===== config.mk =====
export PLATFORM = sky130hd
export DESIGN_NAME = pwm_decode
export DESIGN_NICKNAME = d
export VERILOG_FILES = /design/src/rtl/pwm_decode.sv
export SDC_FILE = /design/constraint.sdc
export NUM_CORES = 1
export LEC_CHECK = 0
export BUFFER_PORTS_ARGS = -buffer_cell sky130_fd_sc_hd__buf_2
export CAP_MARGIN = 20
export CORE_MARGIN = 5
export CORE_UTILIZATION = 45
export CTS_BUF_LIST = sky130_fd_sc_hd__clkbuf_16
export CTS_CLUSTER_DIAMETER = 100
export DETAILED_ROUTE_END_ITERATION = 8
export PLACE_DENSITY_LB_ADDON = 0.15
export SYNTH_ARGS = -nofsm -noshare
export SYNTH_HDL_FRONTEND = slang
export SYNTH_SLANG_ARGS = --single-unit

===== constraint.sdc =====
create_clock -name clk -period 13.4 [get_ports clk]
set_input_delay 0.67 -clock clk [delete_from_list [all_inputs] [get_ports clk]]
set_output_delay 0.67 -clock clk [all_outputs]
set_load 0.02 [all_outputs]

===== src/rtl/pwm_decode.sv =====
// PWM duty decoder: measures high time per fixed-length window and recovers
// a debounced fade direction (ramping up/down or holding high/low).
module pwm_decode #(
    parameter int unsigned PWM_INTERVAL   = 1200,
    parameter int unsigned DEADBAND       = 3,
    parameter int unsigned STABLE_WINDOWS = 2
) (
    input  logic                            clk,
    input  logic                            rst,
    input  logic                            pwm_in,
    output logic [$clog2(PWM_INTERVAL)-1:0] duty_value,
    output logic                            duty_valid,
    output logic [1:0]                      state_out,
    output logic                            state_valid
);

    localparam int unsigned DW = $clog2(PWM_INTERVAL);
    localparam int unsigned CW = $clog2(PWM_INTERVAL + 1);
    localparam int unsigned EW = CW + 1;
    localparam int unsigned MW = $clog2(STABLE_WINDOWS + 1);

    typedef enum logic [1:0] {
        ST_INC  = 2'b00,
        ST_DEC  = 2'b01,
        ST_HIGH = 2'b10,
        ST_LOW  = 2'b11
    } fade_e;

    logic [1:0]    sync_q;
    logic          pwm_s;
    logic [DW-1:0] win_cnt, win_nxt;
    logic [CW-1:0] high_cnt, high_nxt;
    logic [DW-1:0] ref_q, ref_nxt;
    logic          ref_valid, ref_valid_nxt;
    fade_e         pend_q, pend_nxt;
    logic [MW-1:0] match_cnt, match_nxt, match_new;
    fade_e         state_q, state_nxt;
    logic          state_valid_nxt;
    logic [DW-1:0] duty_nxt;
    logic          duty_valid_nxt;

    logic          win_end;
    logic [EW-1:0] sum_e;
    logic [DW-1:0] v;
    logic [EW-1:0] v_e, ref_e;
    logic          cls_hit;
    fade_e         cls;

    assign pwm_s     = sync_q[1];
    assign state_out = state_q;

    // Two-flop synchronizer for the asynchronous PWM input
    always_ff @(posedge clk) begin
        if (rst) sync_q <= 2'b00;
        else     sync_q <= {sync_q[0], pwm_in};
    end

    // Window-end value (clamped) and its classification against the reference
    always_comb begin
        win_end = (win_cnt == DW'(PWM_INTERVAL - 1));
        sum_e   = EW'(high_cnt) + EW'(pwm_s);
        v       = (sum_e > EW'(PWM_INTERVAL - 1)) ? DW'(PWM_INTERVAL - 1) : sum_e[DW-1:0];
        v_e     = EW'(v);
        ref_e   = EW'(ref_q);
        cls_hit = 1'b1;
        cls     = ST_LOW;
        if (v_e >= EW'(PWM_INTERVAL - 1 - DEADBAND))  cls = ST_HIGH;
        else if (v_e <= EW'(DEADBAND))                cls = ST_LOW;
        else if (v_e > ref_e + EW'(DEADBAND))         cls = ST_INC;
        else if (v_e + EW'(DEADBAND) < ref_e)         cls = ST_DEC;
        else                                          cls_hit = 1'b0;
    end

    // Next-state: window counting, duty capture, reference and debounce
    always_comb begin
        win_nxt         = win_cnt + DW'(1);
        high_nxt        = high_cnt + CW'(pwm_s);
        duty_nxt        = duty_value;
        duty_valid_nxt  = 1'b0;
        ref_nxt         = ref_q;
        ref_valid_nxt   = ref_valid;
        pend_nxt        = pend_q;
        match_nxt       = match_cnt;
        match_new       = match_cnt;
        state_nxt       = state_q;
        state_valid_nxt = state_valid;
        if (win_end) begin
            win_nxt        = '0;
            high_nxt       = '0;
            duty_nxt       = v;
            duty_valid_nxt = 1'b1;
            if (!ref_valid) begin
                ref_nxt       = v;
                ref_valid_nxt = 1'b1;
            end else if (cls_hit) begin
                ref_nxt = v;
                if (cls == pend_q) begin
                    match_new = (match_cnt == MW'(STABLE_WINDOWS)) ? match_cnt
                                                                   : match_cnt + MW'(1);
                end else begin
                    pend_nxt  = cls;
                    match_new = MW'(1);
                end
                match_nxt = match_new;
                if (match_new == MW'(STABLE_WINDOWS)) begin
                    state_nxt       = cls;
                    state_valid_nxt = 1'b1;
                end
            end
        end
    end

    // State and output registers
    always_ff @(posedge clk) begin
        if (rst) begin
            win_cnt     <= '0;
            high_cnt    <= '0;
            duty_value  <= '0;
            duty_valid  <= 1'b0;
            ref_q       <= '0;
            ref_valid   <= 1'b0;
            pend_q      <= ST_INC;
            match_cnt   <= '0;
            state_q     <= ST_LOW;
            state_valid <= 1'b0;
        end else begin
            win_cnt     <= win_nxt;
            high_cnt    <= high_nxt;
            duty_value  <= duty_nxt;
            duty_valid  <= duty_valid_nxt;
            ref_q       <= ref_nxt;
            ref_valid   <= ref_valid_nxt;
            pend_q      <= pend_nxt;
            match_cnt   <= match_nxt;
            state_q     <= state_nxt;
            state_valid <= state_valid_nxt;
        end
    end

endmodule


==> results of run 1 <==
## metrics by stage
| step | cell area, µm² | setup slack (ns) | cells | util | hold WS (ns) |
|---|---|---|---|---|---|
| floorplan | 3640 | 8.22 | 427 | - | 0.414 |
| global placement | 3720 | 8.05 | 527 | 0.477 | 0.435 |
| detailed placement | 3720 | 7.90 | 527 | 0.477 | 0.449 |
| CTS | 3870 | 7.88 | 535 | 0.496 | 0.460 |
| global route | 3870 | 7.42 | 535 | 0.496 | 0.473 |
| finish | 3870 | 7.90 | 535 | 0.496 | 0.457 |
## kinds of logic (layout without fill, tap and decap cells)
family / count (synthesis) / after routing / share of synthesized area
AOI/OAI and AO/OA: 78 / 78 / 0.177
xor gates and xnor gates: 33 / 33 / 0.0795
adders and majority gates: 27 / 27 / 0.0922
buffers and inverters: 44 / 50 / 0.0647
DFF: 55 / 55 / 0.303
muxes: 16 / 16 / 0.0458
and+or+nand+nor: 174 / 174 / 0.238
## cell usage in the layout, fill, tap and decap left out, types with 4 or more instances in the layout
master	instances
nor2_1	79
dfxtp_1	55
nand2_1	30
ha_1	26
xnor2_1	22
inv_1	21
buf_2	17
a21oi_1	14
o21ai_0	14
mux2i_1	13
nand3_1	12
xor2_1	11
and2_1	8
nand4_1	7
a211oi_1	5
nor2b_1	5
clkbuf_16	5
o211ai_1	4
o31a_1	4
nor3_1	4
a311oi_1	4
buf_4	4
## area by class of cell
| class | count | area [µm²] | share of cell area |
|---|---|---|---|
| clock inverter | 3 | 27.5 | 0.00710 |
| inverter | 21 | 78.8 | 0.0203 |
| sequential | 55 | 1100 | 0.284 |
| clock buffer | 5 | 125 | 0.0323 |
| timing repair buffer | 21 | 115 | 0.0297 |
| multi-input combinational | 328 | 2300 | 0.593 |
| tap | 102 | 128 | 0.0329 |
## Yosys cell counts (all sizes together), types with 4 or more instances
cell    instances
a211oi          8
a21oi          14
a311oi          7
and2            8
buf            11
clkbuf         12
dfxtp          55
ha             26
inv            21
mux2i          14
nand2          31
nand3          13
nand4           8
nor2           81
nor2b           5
nor3            5
o211ai          4
o21ai          14
o31a            5
xnor2          22
xor2           11
## final timing paths
check                from  slack, ns  depth (start not counted)      endpoint
min reg2reg  match_cnt[1]       0.46                          2  match_cnt[1]
max reg2reg     sync_q[1]       7.90                         20     ref_q[10]
min          match_cnt[1]       0.46                          2  match_cnt[1]
max             sync_q[1]       7.90                         20     ref_q[10]
## registers in the layout, indices dropped and copies added (netlist names)
name,flops
ref_q,11
state_valid,1
pend_q,2
win_cnt,11
ref_valid,1
state_out,2
match_cnt,2
sync_q,2
high_cnt,11
duty_valid,1
duty_value,11
## critical path, stage by stage (launching register included)
cell,delay [ns]
dfxtp_1,0.32
ha_1,0.29
ha_1,0.48
and4_4,0.31
nand4_2,0.17
mux2i_2,0.27
o31ai_4,0.14
o21a_1,0.30
nor2_1,0.33
nand3b_1,0.18
xnor2_1,0.16
ha_1,0.29
a21o_1,0.18
a211o_1,0.30
a311oi_1,0.24
a21oi_1,0.07
o41ai_1,0.06
buf_4,0.22
o31a_1,0.73
mux2i_1,0.26
nor2_1,0.05
## report_power, final
part | switching [W] | internal (W)
registers | 0.000000832 | 0.000165
logic | 0.00000934 | 0.00000528
clock network | 0.0000646 | 0.0000711
total | 0.0000747 | 0.000241
## per-layer routing
| metal | share of wire | global-route usage | wire, µm | vias to the layer above |
|---|---|---|---|---|
| li1 | - | - | - | 1505 |
| met1 | 0.48 | 0.223 | 3920 | 1355 |
| met5 | 0 | 0 | 0 | - |
| met3 | 0.031 | 0.0285 | 253 | 15 |
| met2 | 0.46 | 0.270 | 3760 | 43 |
| met4 | 0.021 | 0.0504 | 170 | 0 |
==> results.toml, run 1 <==
[synth]
yosys-top-cells-area = "dfxtp_1 30%, ha_1 8.9%, nor2_1 8.2%, xnor2_1 5.3%, mux2i_1 3.6%"
async_flop_share = 0
yosysTopAreaCell = "dfxtp_1"
synth_flop_cell = "dfxtp_1"
syn_inst = 427
synth_cell_types = 71
synth_top_cell_area_share = 0.303
ys_seq_area_frac = 0.303
ys_ff_latch = 55
synth_nets = 456
synth_edf_count = 0
avgSynthCellArea_um2 = 8.52
ys.warnings.count = 0
synth_area_um2 = 3640

[drt]
vias_per_cell = 5.45
drt_iter0_markers = 174
first_pass_iters = 4
drc = 0
num_vias = 2918
drt.antenna.violating_nets = 0
wl_mm = 8.10
wl_per_cell_um = 15.1

[layout]
finish.net_count = 461
fillCellCount = 803
diodes = 0
synthToLayoutAreaGrowth_pct = 6.57
drive_gt1_frac = 0.129

[run_status]
status = "finished clean"

[cts]
cts_setup_buffers = 0
cts_sinks = 55
clockBufferDepth = 2
clk_latency_ns = 0.30
cts_root_buf = "clkbuf_16"
hold_buffers = 0
path_clk_slew_ns = 0.08
cts_tree = "yes"
cts_resized = 0
ctsHtreeMaxLevel = 2
cts_buffers = 5

[grt]
grt_max_degree = 38
grt_util_all_layers = 0.165
antenna_found_initial = 0
grt_overflow = 0
grt_pass1_vias = 2765
grt_pass1_wl_mm = 13.5

[timing]
maxSlewHeadroom = 0.367
rsz0062_at_grt = "no"
period_minus_slack_ns = 5.50
final.setup_skew_ns = 0.00874
finalSetupViolCount = 0
hold_viol = 0
tightest_slew_ns = 0.948
fmax_mhz = 182
period_share = 0.410
drv_slew = 0
fin_tns_setup_ns = 0

[pwr]
p_leak_nw = 1.42
p_per_area_nw_per_um2 = 81.5
power.total_w = 0.000316
vdd_drop_max_mv = 0.0593

[placed_design]
gp_congestion = 0.851
io_buffer_count = 17
hpwl_mm = 6.04

[critical_path]
criticalPathCategory = "reg -> reg"
cp.required_ns = 13.56
worstPathArrival_ns = 5.65
critPathCaptureType = "register"
startpoint_type = "register"
cp_max_fo = 17

[worst_hold_path]
hp-class = "reg -> reg"

[die]
fp-row-count = 32
die_y_um = 99.9
core_region_area_um2 = 7810
dieWidth_um = 99.9
die_area_um2 = 9980
start_util = 0.466
io_pins = 18

[run]
maxCapViolations = 0
Power figures use the tool's default switching activity.
==> run 2, diff against run 1 <==
clock period = 4.5 ns   (was 13.4 ns; I/O delays follow)
==> run 2 against run 1 <==
Routed wire length increased by 0.98%. Clock skew shrank 0.0026 ns. Critical endpoint is now state_out[1]. Clock power grew to 2.9 times the previous value. Setup slack worse by 7.7 ns. Utilization rose by 4.1 points. Combinational power rose to 3.7 times the previous value.
==> results.toml, run 2 (synthesized netlist as in run 1, its figures left out) <==
[run_status]
status = "finished clean"

[cts]
cts_buffers = 5
cts_root_buf = "clkbuf_16"
ctsHtreeMaxLevel = 2
path_clk_slew_ns = 0.07
hold_buffers = 0
clockBufferDepth = 2
cts_tree = "yes"
cts_sinks = 55
clk_latency_ns = 0.30

[grt]
met3_usage = 0.0313
grt_use_met1 = 0.227
antenna_found_initial = 0
grt_util_all_layers = 0.166
grt_max_degree = 38
grt_pass1_wl_mm = 13.6
grt_overflow = 0
grt-busiest-layer = "met2"
use_met2 = 0.272
grt_pass1_vias = 2916

[worst_hold_path]
min_from = "pwm_in"
min_path_cells = 2
hp-class = "in -> reg"
whs_endpoint = "sync_q[0]"

[drt]
wl_per_cell_um = 14.5
first_pass_iters = 4
drt_iter0_markers = 162
drt.antenna.violating_nets = 0
drc = 0
num_vias = 3040
wl_mm = 8.18
vias_per_cell = 5.41

[timing]
hold_viol = 0
setup_ws_ns = 0.172
final.setup_skew_ns = 0.00613
period_share = 0.962
finalSetupViolCount = 0
maxSlewHeadroom = 0.403
fmax_mhz = 231
fin_tns_setup_ns = 0
period_minus_slack_ns = 4.33
drv_slew = 0
tightest_slew_ns = 0.895

[die]
start_util = 0.466
die_y_um = 99.9
dieWidth_um = 99.9
core_region_area_um2 = 7810
fp-row-count = 32
die_area_um2 = 9980
io_pins = 18

[layout]
diodes = 0
layout_common_cells = "75 x nor2_1, 55 x dfxtp_1, 30 x nand2_1"
final_area_um2 = 4200
drive_gt1_frac = 0.215
mostFrequentLayoutCell = "nor2_1"
finish.net_count = 488
synthToLayoutAreaGrowth_pct = 15.5

[placed_design]
hpwl_mm = 6.15
place_area_um2 = 3930
io_buffer_count = 17
gp_congestion = 0.897
place_worst_setup_slack_ns = -0.0782

[critical_path]
criticalPathCategory = "reg -> reg"
rrSetupSlack_ns = 0.17
worstPathArrival_ns = 4.56
rr_endpoint = "state_out[1]"
cp_max_fo = 8
worst_r2r_startpoint = "sync_q[1]"
ff2ff_path_depth = 20
critPathCaptureType = "register"
startpoint_type = "register"
cp.required_ns = 4.73

[run]
maxCapViolations = 0

[pwr]
p_per_area_nw_per_um2 = 224
p_leak_nw = 1.58
vdd_drop_max_mv = 0.145
-- run 2: worst max-delay path, stage by stage, from the launching register on --
cell and delay [ns]:
dfxtp_1 0.32, ha_2 0.20, ha_4 0.17, and4_4 0.25, nand4_2 0.15, mux2i_2 0.26
o31ai_4 0.14, o21a_4 0.27, nor2_2 0.10, nand3b_1 0.18, xnor2_1 0.18, ha_1 0.31
a21o_1 0.19, a211o_1 0.34, a311oi_2 0.24, a21oi_2 0.08, o41ai_4 0.08, buf_4 0.23
o41ai_4 0.10, o211ai_1 0.27, mux2i_1 0.21
-- run 2: worst max-delay path by stage --
stage               depth (start not counted)       from            to
finish                                     20  sync_q[1]  state_out[1]
global route                               22  sync_q[1]      ref_q[8]
CTS                                        18  sync_q[1]  state_out[0]
detailed placement                         19  sync_q[1]  state_out[0]
global placement                           19  sync_q[1]  state_out[0]
floorplan                                  23  sync_q[1]      ref_q[9]
-- run 2: where the power goes --
group | internal [W] | switching (W) | leakage, nW
Clock | 0.000207 | 0.000188 | 0.0740
Sequential | 0.000490 | 0.00000245 | 0.444
Combinational | 0.0000222 | 0.0000319 | 1.06
Total | 0.000719 | 0.000222 | 1.58
-- run 2: per-stage QoR --
stage | util | hold slack (ns) | cells | total power (W)
final | 0.538 | 0.151 | 562 | 0.000942
after global routing | 0.538 | 0.166 | 562 | 0.000983
after CTS | 0.524 | 0.150 | 559 | 0.000948
after detailed placement | 0.504 | 0.439 | 550 | 0.000553
after global placement | 0.504 | 0.437 | 550 | 0.000553
after floorplan | - | 0.353 | 427 | 0.000539
-- run 2: what timing repair did --
| item | CTS | global route |
|---|---|---|
| pin swaps | 1 | 9 |
| endpoints found under the setup margin | 16 | 17 |
| endpoints found under the hold margin | 0 | 0 |
| setup buffers | 1 | 3 |
| gates resized for setup | 2 | 16 |
-- run 2: layer usage --
| layer | routed length (µm) | up-vias | part of all wire |
|---|---|---|---|
| met1 | 4110 | 1434 | 0.50 |
| met5 | 0 | - | 0 |
| li1 | - | 1561 | - |
| met2 | 3750 | 37 | 0.46 |
| met4 | 65 | 0 | 0.0080 |
| met3 | 249 | 8 | 0.030 |
-- run 2: area by class of cell --
type                            count  area (µm²)
Timing Repair Buffer               48         334
Multi-Input combinational cell    328        2410
Fill cell                         755        3610
Sequential cell                    55        1100
Clock inverter                      3        18.8
Inverter                           21        78.8
Tap cell                          102         128
Clock buffer                        5         125
